**config.mk**
```make
export PLATFORM = sky130hd
export DESIGN_NAME = operand_read_stage_flat
export DESIGN_NICKNAME = d
export VERILOG_FILES = /design/src/rtl/operand_read_stage_if.sv /design/src/rtl/operand_read_stage.sv /design/src/flat_wrapper.sv
export SDC_FILE = /design/constraint.sdc
export NUM_CORES = 1
export LEC_CHECK = 0
export ABC_AREA = 1
export CORE_MARGIN = 1
export CORE_UTILIZATION = 45
export CTS_CLUSTER_DIAMETER = 80
export DETAILED_ROUTE_END_ITERATION = 8
export PLACE_DENSITY = 0.77
export SLEW_MARGIN = 20
export SYNTH_ARGS = -nofsm -noshare
export SYNTH_HDL_FRONTEND = slang
export SYNTH_SLANG_ARGS = --single-unit
```
**constraint.sdc**
```tcl
create_clock -name clk -period 1.4 [get_ports clk]
set_input_delay 0.28 -clock clk [delete_from_list [all_inputs] [get_ports clk]]
set_output_delay 0.28 -clock clk [all_outputs]
set_load 0.02 [all_outputs]
```
**src/rtl/operand_read_stage_if.sv**
```systemverilog
// Decode/register-file/execute bundle for the operand read stage.
// The stage itself uses the slave modport; its environment uses master.
interface operand_read_stage_if #(
  parameter int DATA_W = 16,
  parameter int ADDR_W = 4
);
  logic              InValid;
  logic              InReady;
  logic [ADDR_W-1:0] SrcReg1;
  logic [ADDR_W-1:0] SrcReg2;
  logic [ADDR_W-1:0] RfAddr1;
  logic [ADDR_W-1:0] RfAddr2;
  logic [DATA_W-1:0] RfData1;
  logic [DATA_W-1:0] RfData2;
  logic              WbEnable;
  logic [ADDR_W-1:0] WbReg;
  logic [DATA_W-1:0] WbData;
  logic              Flush;
  logic              OutValid;
  logic              OutReady;
  logic [DATA_W-1:0] Op1;
  logic [DATA_W-1:0] Op2;
  logic [ADDR_W-1:0] OutSrc1;
  logic [ADDR_W-1:0] OutSrc2;

  modport slave (
    input  InValid, SrcReg1, SrcReg2, RfData1, RfData2,
           WbEnable, WbReg, WbData, Flush, OutReady,
    output InReady, RfAddr1, RfAddr2, OutValid, Op1, Op2, OutSrc1, OutSrc2
  );

  modport master (
    output InValid, SrcReg1, SrcReg2, RfData1, RfData2,
           WbEnable, WbReg, WbData, Flush, OutReady,
    input  InReady, RfAddr1, RfAddr2, OutValid, Op1, Op2, OutSrc1, OutSrc2
  );
endinterface

```
**src/rtl/operand_read_stage.sv**
```systemverilog
// Register-file read stage with a 2-entry skid buffer and writeback bypass.
// Define OPERAND_REFRESH_EN to keep held operands up to date with later writebacks.
module operand_read_stage #(
  parameter int DATA_W = 16,
  parameter int ADDR_W = 4
) (
  input logic                clk,
  input logic                rst,
  operand_read_stage_if.slave bus
);

  typedef enum logic [1:0] {EMPTY, ONE, TWO} state_t;

  state_t            state, state_nx;
  logic              in_ready_q;
  logic              accept, pop;

  logic [DATA_W-1:0] head_op1, head_op2, skid_op1, skid_op2;
  logic [ADDR_W-1:0] head_src1, head_src2, skid_src1, skid_src2;
  logic [DATA_W-1:0] head_op1_nx, head_op2_nx, skid_op1_nx, skid_op2_nx;
  logic [ADDR_W-1:0] head_src1_nx, head_src2_nx, skid_src1_nx, skid_src2_nx;
  logic [DATA_W-1:0] head_r1, head_r2, skid_r1, skid_r2;
  logic [DATA_W-1:0] cap_op1, cap_op2;

  // R0 reads as zero; a same-cycle writeback to the source wins over the array.
  function automatic logic [DATA_W-1:0] capture(
    input logic [ADDR_W-1:0] src,
    input logic [DATA_W-1:0] rf,
    input logic              wbe,
    input logic [ADDR_W-1:0] wbr,
    input logic [DATA_W-1:0] wbd
  );
    if (src == '0)
      return '0;
    else if (wbe && (wbr == src))
      return wbd;
    else
      return rf;
  endfunction

  assign accept = bus.InValid & in_ready_q;
  assign pop    = bus.OutValid & bus.OutReady;

  assign cap_op1 = capture(bus.SrcReg1, bus.RfData1, bus.WbEnable, bus.WbReg, bus.WbData);
  assign cap_op2 = capture(bus.SrcReg2, bus.RfData2, bus.WbEnable, bus.WbReg, bus.WbData);

`ifdef OPERAND_REFRESH_EN
  assign head_r1 = (head_src1 != '0 && bus.WbEnable && bus.WbReg == head_src1) ? bus.WbData : head_op1;
  assign head_r2 = (head_src2 != '0 && bus.WbEnable && bus.WbReg == head_src2) ? bus.WbData : head_op2;
  assign skid_r1 = (skid_src1 != '0 && bus.WbEnable && bus.WbReg == skid_src1) ? bus.WbData : skid_op1;
  assign skid_r2 = (skid_src2 != '0 && bus.WbEnable && bus.WbReg == skid_src2) ? bus.WbData : skid_op2;
`else
  assign head_r1 = head_op1;
  assign head_r2 = head_op2;
  assign skid_r1 = skid_op1;
  assign skid_r2 = skid_op2;
`endif

  // Held entries default to their (possibly refreshed) contents; a pop from TWO
  // promotes the refreshed skid so a write landing that cycle is not lost.
  always_comb begin
    state_nx     = state;
    head_op1_nx  = head_r1;
    head_op2_nx  = head_r2;
    head_src1_nx = head_src1;
    head_src2_nx = head_src2;
    skid_op1_nx  = skid_r1;
    skid_op2_nx  = skid_r2;
    skid_src1_nx = skid_src1;
    skid_src2_nx = skid_src2;
    if (bus.Flush) begin
      state_nx = EMPTY;
    end else begin
      case (state)
        EMPTY: begin
          if (accept) begin
            state_nx     = ONE;
            head_op1_nx  = cap_op1;
            head_op2_nx  = cap_op2;
            head_src1_nx = bus.SrcReg1;
            head_src2_nx = bus.SrcReg2;
          end
        end
        ONE: begin
          if (accept && !pop) begin
            state_nx     = TWO;
            skid_op1_nx  = cap_op1;
            skid_op2_nx  = cap_op2;
            skid_src1_nx = bus.SrcReg1;
            skid_src2_nx = bus.SrcReg2;
          end else if (accept && pop) begin
            head_op1_nx  = cap_op1;
            head_op2_nx  = cap_op2;
            head_src1_nx = bus.SrcReg1;
            head_src2_nx = bus.SrcReg2;
          end else if (pop) begin
            state_nx = EMPTY;
          end
        end
        TWO: begin
          if (pop) begin
            state_nx     = ONE;
            head_op1_nx  = skid_r1;
            head_op2_nx  = skid_r2;
            head_src1_nx = skid_src1;
            head_src2_nx = skid_src2;
          end
        end
        default: state_nx = EMPTY;
      endcase
    end
  end

  // InReady is taken from the next state so upstream never sees a combinational
  // path from OutReady.
  always_ff @(posedge clk or negedge rst) begin
    if (!rst) begin
      state      <= EMPTY;
      in_ready_q <= 1'b1;
      head_op1   <= '0;
      head_op2   <= '0;
      head_src1  <= '0;
      head_src2  <= '0;
      skid_op1   <= '0;
      skid_op2   <= '0;
      skid_src1  <= '0;
      skid_src2  <= '0;
    end else begin
      state      <= state_nx;
      in_ready_q <= (state_nx != TWO);
      head_op1   <= head_op1_nx;
      head_op2   <= head_op2_nx;
      head_src1  <= head_src1_nx;
      head_src2  <= head_src2_nx;
      skid_op1   <= skid_op1_nx;
      skid_op2   <= skid_op2_nx;
      skid_src1  <= skid_src1_nx;
      skid_src2  <= skid_src2_nx;
    end
  end

  assign bus.InReady  = in_ready_q;
  assign bus.RfAddr1  = bus.SrcReg1;
  assign bus.RfAddr2  = bus.SrcReg2;
  assign bus.OutValid = (state != EMPTY);
  assign bus.Op1      = head_op1;
  assign bus.Op2      = head_op2;
  assign bus.OutSrc1  = head_src1;
  assign bus.OutSrc2  = head_src2;

endmodule

```
**src/flat_wrapper.sv**
```systemverilog
// flat-port wrapper written by rule: the top's interface ports become plain ports
module operand_read_stage_flat 
#(
  parameter int DATA_W = 16,
  parameter int ADDR_W = 4
)
  (clk, rst, bus_InValid, bus_SrcReg1, bus_SrcReg2, bus_RfData1, bus_RfData2, bus_WbEnable, bus_WbReg, bus_WbData, bus_Flush, bus_OutReady, bus_InReady, bus_RfAddr1, bus_RfAddr2, bus_OutValid, bus_Op1, bus_Op2, bus_OutSrc1, bus_OutSrc2);
  operand_read_stage_if #(.DATA_W(DATA_W), .ADDR_W(ADDR_W)) bus_i ();
  input logic clk;
  input logic rst;
  input wire logic [$bits(bus_i.InValid)-1:0] bus_InValid;
  input wire logic [$bits(bus_i.SrcReg1)-1:0] bus_SrcReg1;
  input wire logic [$bits(bus_i.SrcReg2)-1:0] bus_SrcReg2;
  input wire logic [$bits(bus_i.RfData1)-1:0] bus_RfData1;
  input wire logic [$bits(bus_i.RfData2)-1:0] bus_RfData2;
  input wire logic [$bits(bus_i.WbEnable)-1:0] bus_WbEnable;
  input wire logic [$bits(bus_i.WbReg)-1:0] bus_WbReg;
  input wire logic [$bits(bus_i.WbData)-1:0] bus_WbData;
  input wire logic [$bits(bus_i.Flush)-1:0] bus_Flush;
  input wire logic [$bits(bus_i.OutReady)-1:0] bus_OutReady;
  output wire logic [$bits(bus_i.InReady)-1:0] bus_InReady;
  output wire logic [$bits(bus_i.RfAddr1)-1:0] bus_RfAddr1;
  output wire logic [$bits(bus_i.RfAddr2)-1:0] bus_RfAddr2;
  output wire logic [$bits(bus_i.OutValid)-1:0] bus_OutValid;
  output wire logic [$bits(bus_i.Op1)-1:0] bus_Op1;
  output wire logic [$bits(bus_i.Op2)-1:0] bus_Op2;
  output wire logic [$bits(bus_i.OutSrc1)-1:0] bus_OutSrc1;
  output wire logic [$bits(bus_i.OutSrc2)-1:0] bus_OutSrc2;
  assign bus_i.InValid = bus_InValid;
  assign bus_i.SrcReg1 = bus_SrcReg1;
  assign bus_i.SrcReg2 = bus_SrcReg2;
  assign bus_i.RfData1 = bus_RfData1;
  assign bus_i.RfData2 = bus_RfData2;
  assign bus_i.WbEnable = bus_WbEnable;
  assign bus_i.WbReg = bus_WbReg;
  assign bus_i.WbData = bus_WbData;
  assign bus_i.Flush = bus_Flush;
  assign bus_i.OutReady = bus_OutReady;
  assign bus_InReady = bus_i.InReady;
  assign bus_RfAddr1 = bus_i.RfAddr1;
  assign bus_RfAddr2 = bus_i.RfAddr2;
  assign bus_OutValid = bus_i.OutValid;
  assign bus_Op1 = bus_i.Op1;
  assign bus_Op2 = bus_i.Op2;
  assign bus_OutSrc1 = bus_i.OutSrc1;
  assign bus_OutSrc2 = bus_i.OutSrc2;
  operand_read_stage #(.DATA_W(DATA_W), .ADDR_W(ADDR_W)) u_core (.clk(clk), .rst(rst), .bus(bus_i));
endmodule
```
==> metrics.cfg <==
[worst_setup_path]
crit_fanout=5
max_stage_delay_ns=0.42
critical_path_class=reg -> reg
arrival_ns=1.91
r2r_start=u_core.state[1]
r2r_cells=10
cp_top_family=buffers and inverters
cp_common_cell=nand2_1
worstSetupEndpointType=flip-flop
r2r_end=u_core.bus.Op2[6]
cp-start-kind=flip-flop
r2r_setup_slack_ns=-0.20
required_ns=1.70
path_cells=nor2_2, buf_4, o21ai_4, inv_2, nand3_4, buf_12, buf_16, nor2_4, nand2_1, nand2_1
cpMaxStageDelayCell=dfrtp_1
worst-path-buf-inv=4

[clock_network]
cts_buffers=9
clockBufferDepth=2
clkTransAtPathRegs_ns=0.10
root_buffer=clkbuf_8
cts_tree=built
clock_latency_ns=0.36
cts.sink_count=83
cts_max_level=3

[die]
io_pins=116
fp-row-count=36
initial_core_util=0.473
die_w_um=104
die_area_um2=10900
die_height_um=104
core-area_um2=9950

[sta]
setup_viol=83
rsz0062_at_grt=yes
drv_slew=0
period_minus_slack_ns=1.60
maxSlewHeadroom=0.797
skew_ns=0.0136
fin_tns_setup_ns=-12.07
fin_crit_sh=1.14
max_freq_mhz=624
hold_viol=0
worst_slew_pin_slew_ns=0.304
timing.final.ws_setup_ns=-0.203

[synth]
yosysMostFrequentCell=nand2_1
ys_ff_latch=83
netlist_area_um2=4710
synth_edf_count=0
ys_types=26
yosysTopAreaCell=dfrtp_1
ys_top_cells_by_count=nand2_1, dfrtp_1, nor2_1
yosys-top-cells-area=dfrtp_1, nand2_1, nor2_1
yosysWarnings=0
syn_nets=706
synth_top_area_frac=0.436
ys_seq_area_frac=0.441
synth-main-ff-cell=dfrtp_1
netlist_instances=640
async_reset_ff_frac=1.00
syn_avg_cell_area_um2=7.36

[run_status]
violations=setup timing
outcome=complete, but fails checks

[pwr]
leakagePower_nw=3.90
worst_ir_drop_vdd_uv=647
switchingPower_w=0.00282
swShare=0.345
internal_power_w=0.00536
combPwrFrac=0.327
seq_power_share=0.413
clkPwrFrac=0.259
power_density_nw_per_um2=1110

[global_route]
gr-usage-all-layers=0.291
grt.overflow.total=0
grt_pass1_vias=4985
antenna_found_initial=0
grt_pass1_wl_mm=24.9
grt_start_max_net_pins=49

[route]
drt-pass1-iter-count=6
wl_per_cell_um=18.1
ant_nets=0
vias=5147
remaining_drc_errors=0
drt-vias-per-instance=5.54
drt_first_iter_violations=519
wl_mm=16.9

[placement]
numPortBuffers=115
dp_hpwl_mm=9.31
place_congestion=0.859
dp_slack_ns=-0.516

[hold_path]
holdCritPathClass=in -> async

[job]
cap_viol_max_count=0

[cells_and_area]
n_antenna_cell=0
nets=857
syn_to_final_growth_pct=55.7
drive_above_1_share=0.293

how the worst max path moves through the flow:
stage | cells past startpoint | slack [ns] | endpoint | start
global placement | 11 | -0.46 | u_core.bus.Op1[0] | bus_SrcReg1[2]
finish | 10 | -0.20 | u_core.bus.Op2[6] | u_core.state[1]
floorplan | 6 | 0.01 | u_core.skid_src1[0] | u_core.bus.InReady
detailed placement | 11 | -0.52 | u_core.bus.Op1[7] | bus_SrcReg1[2]
global route | 10 | -0.27 | u_core.bus.Op2[4] | u_core.state[1]
CTS | 6 | -0.13 | u_core.skid_op2[2] | u_core.bus.InReady
cell usage in the layout (no fill, tap or decap), types with 2 or more instances in the layout:
cell / netlist / routed
nand3_1: 13 / 10
clkdlybuf4s50_1: 0 / 53
inv_2: 11 / 9
clkbuf_16: 0 / 3
dlygate4sd2_1: 0 / 42
clkinvlp_4: 0 / 2
o21ai_2: 1 / 16
inv_4: 0 / 2
o21ai_0: 8 / 6
nand3_2: 20 / 22
nand3_4: 2 / 4
nand2_1: 219 / 198
clkdlybuf4s15_1: 0 / 8
nor2_1: 76 / 41
clkbuf_8: 0 / 9
bufinv_16: 0 / 3
buf_16: 0 / 7
buf_2: 10 / 3
nand2_2: 23 / 36
nor2_2: 1 / 17
buf_6: 2 / 9
nand2_4: 0 / 8
buf_12: 0 / 18
a31oi_1: 8 / 8
nor2_4: 3 / 22
nor2_8: 2 / 2
o21ai_1: 32 / 18
clkdlybuf4s15_2: 0 / 6
nor3_1: 2 / 2
dfrtp_1: 82 / 82
buf_4: 15 / 27
inv_1: 58 / 58
nand4_1: 34 / 34
cells by family after synthesis:
kind of cell,Yosys count,share of synthesized area
AND/OR/NAND/NOR,396,0.396
buffers and inverters,110,0.105
flip-flops,83,0.441
AO/OA/AOI/OAI,51,0.0571
final cells by class:
cell class | count | area, um^2
Timing Repair Buffer | 179 | 2040
Clock buffer | 10 | 128
Multi-Input combinational cell | 448 | 2530
Fill cell | 738 | 2620
Inverter | 69 | 274
Sequential cell | 83 | 2080
Clock inverter | 6 | 114
Timing Repair inverter | 1 | 6.26
Tap cell | 133 | 166
timing repair:
item                                   in CTS  in global routing
gates resized for setup                   144                 80
pin swaps                                  19                 21
hold buffers                                1                  0
endpoints found under the hold margin      63                  0
cloned                                     11                  3
setup endpoints to repair                 130                 86
buffers inserted                           13                  2
registers in the layout, summed over array words and instances (netlist names):
name                flops
u_core.state            2
u_core.bus.Op1         16
u_core.skid_op1        16
u_core.skid_src1        4
u_core.skid_src2        4
u_core.bus.Op2         16
u_core.bus.InReady      1
u_core.skid_op2        16
u_core.bus.OutSrc2      4
u_core.bus.OutSrc1      4
power groups by stage:
stage	clock network (W)	registers, W	logic [W]
finish	0.00212	0.00338	0.00268
global route	0.00222	0.00343	0.00287
CTS	0.00213	0.00328	0.00241
detailed placement	0	0.00333	0.00233
global placement	0	0.00330	0.00227
floorplan	0	0.00357	0.000956
routing by layer:
layer  wire [um]  up-vias  GRT usage  part of all wire
met3        1260       64     0.0476             0.075
met4         642        0      0.130             0.038
met2        8450      287      0.497              0.50
met5           0        -          0                 0
li1            -     2306          -                 -
met1        6500     2490      0.359              0.39
worst register-to-register path, cell delays in order (launching register included):
cell and delay, ns:
dfrtp_1 0.42, nor2_2 0.16, buf_4 0.14, o21ai_4 0.06
inv_2 0.08, nand3_4 0.12, buf_12 0.18, buf_16 0.15
nor2_4 0.09, nand2_1 0.07, nand2_1 0.09
per-stage QoR:
stage	total power, W	hold WS (ns)	util	cell area, um^2	cells
final	0.00818	0.289	0.737	7340	929
after global routing	0.00853	0.310	0.737	7340	929
after CTS	0.00782	0.283	0.705	7020	925
after detailed placement	0.00565	0.111	0.627	6240	884
after global placement	0.00557	0.109	0.627	6240	884
after floorplan	0.00452	-0.0156	-	4730	640
Power figures use the tool's default switching activity.
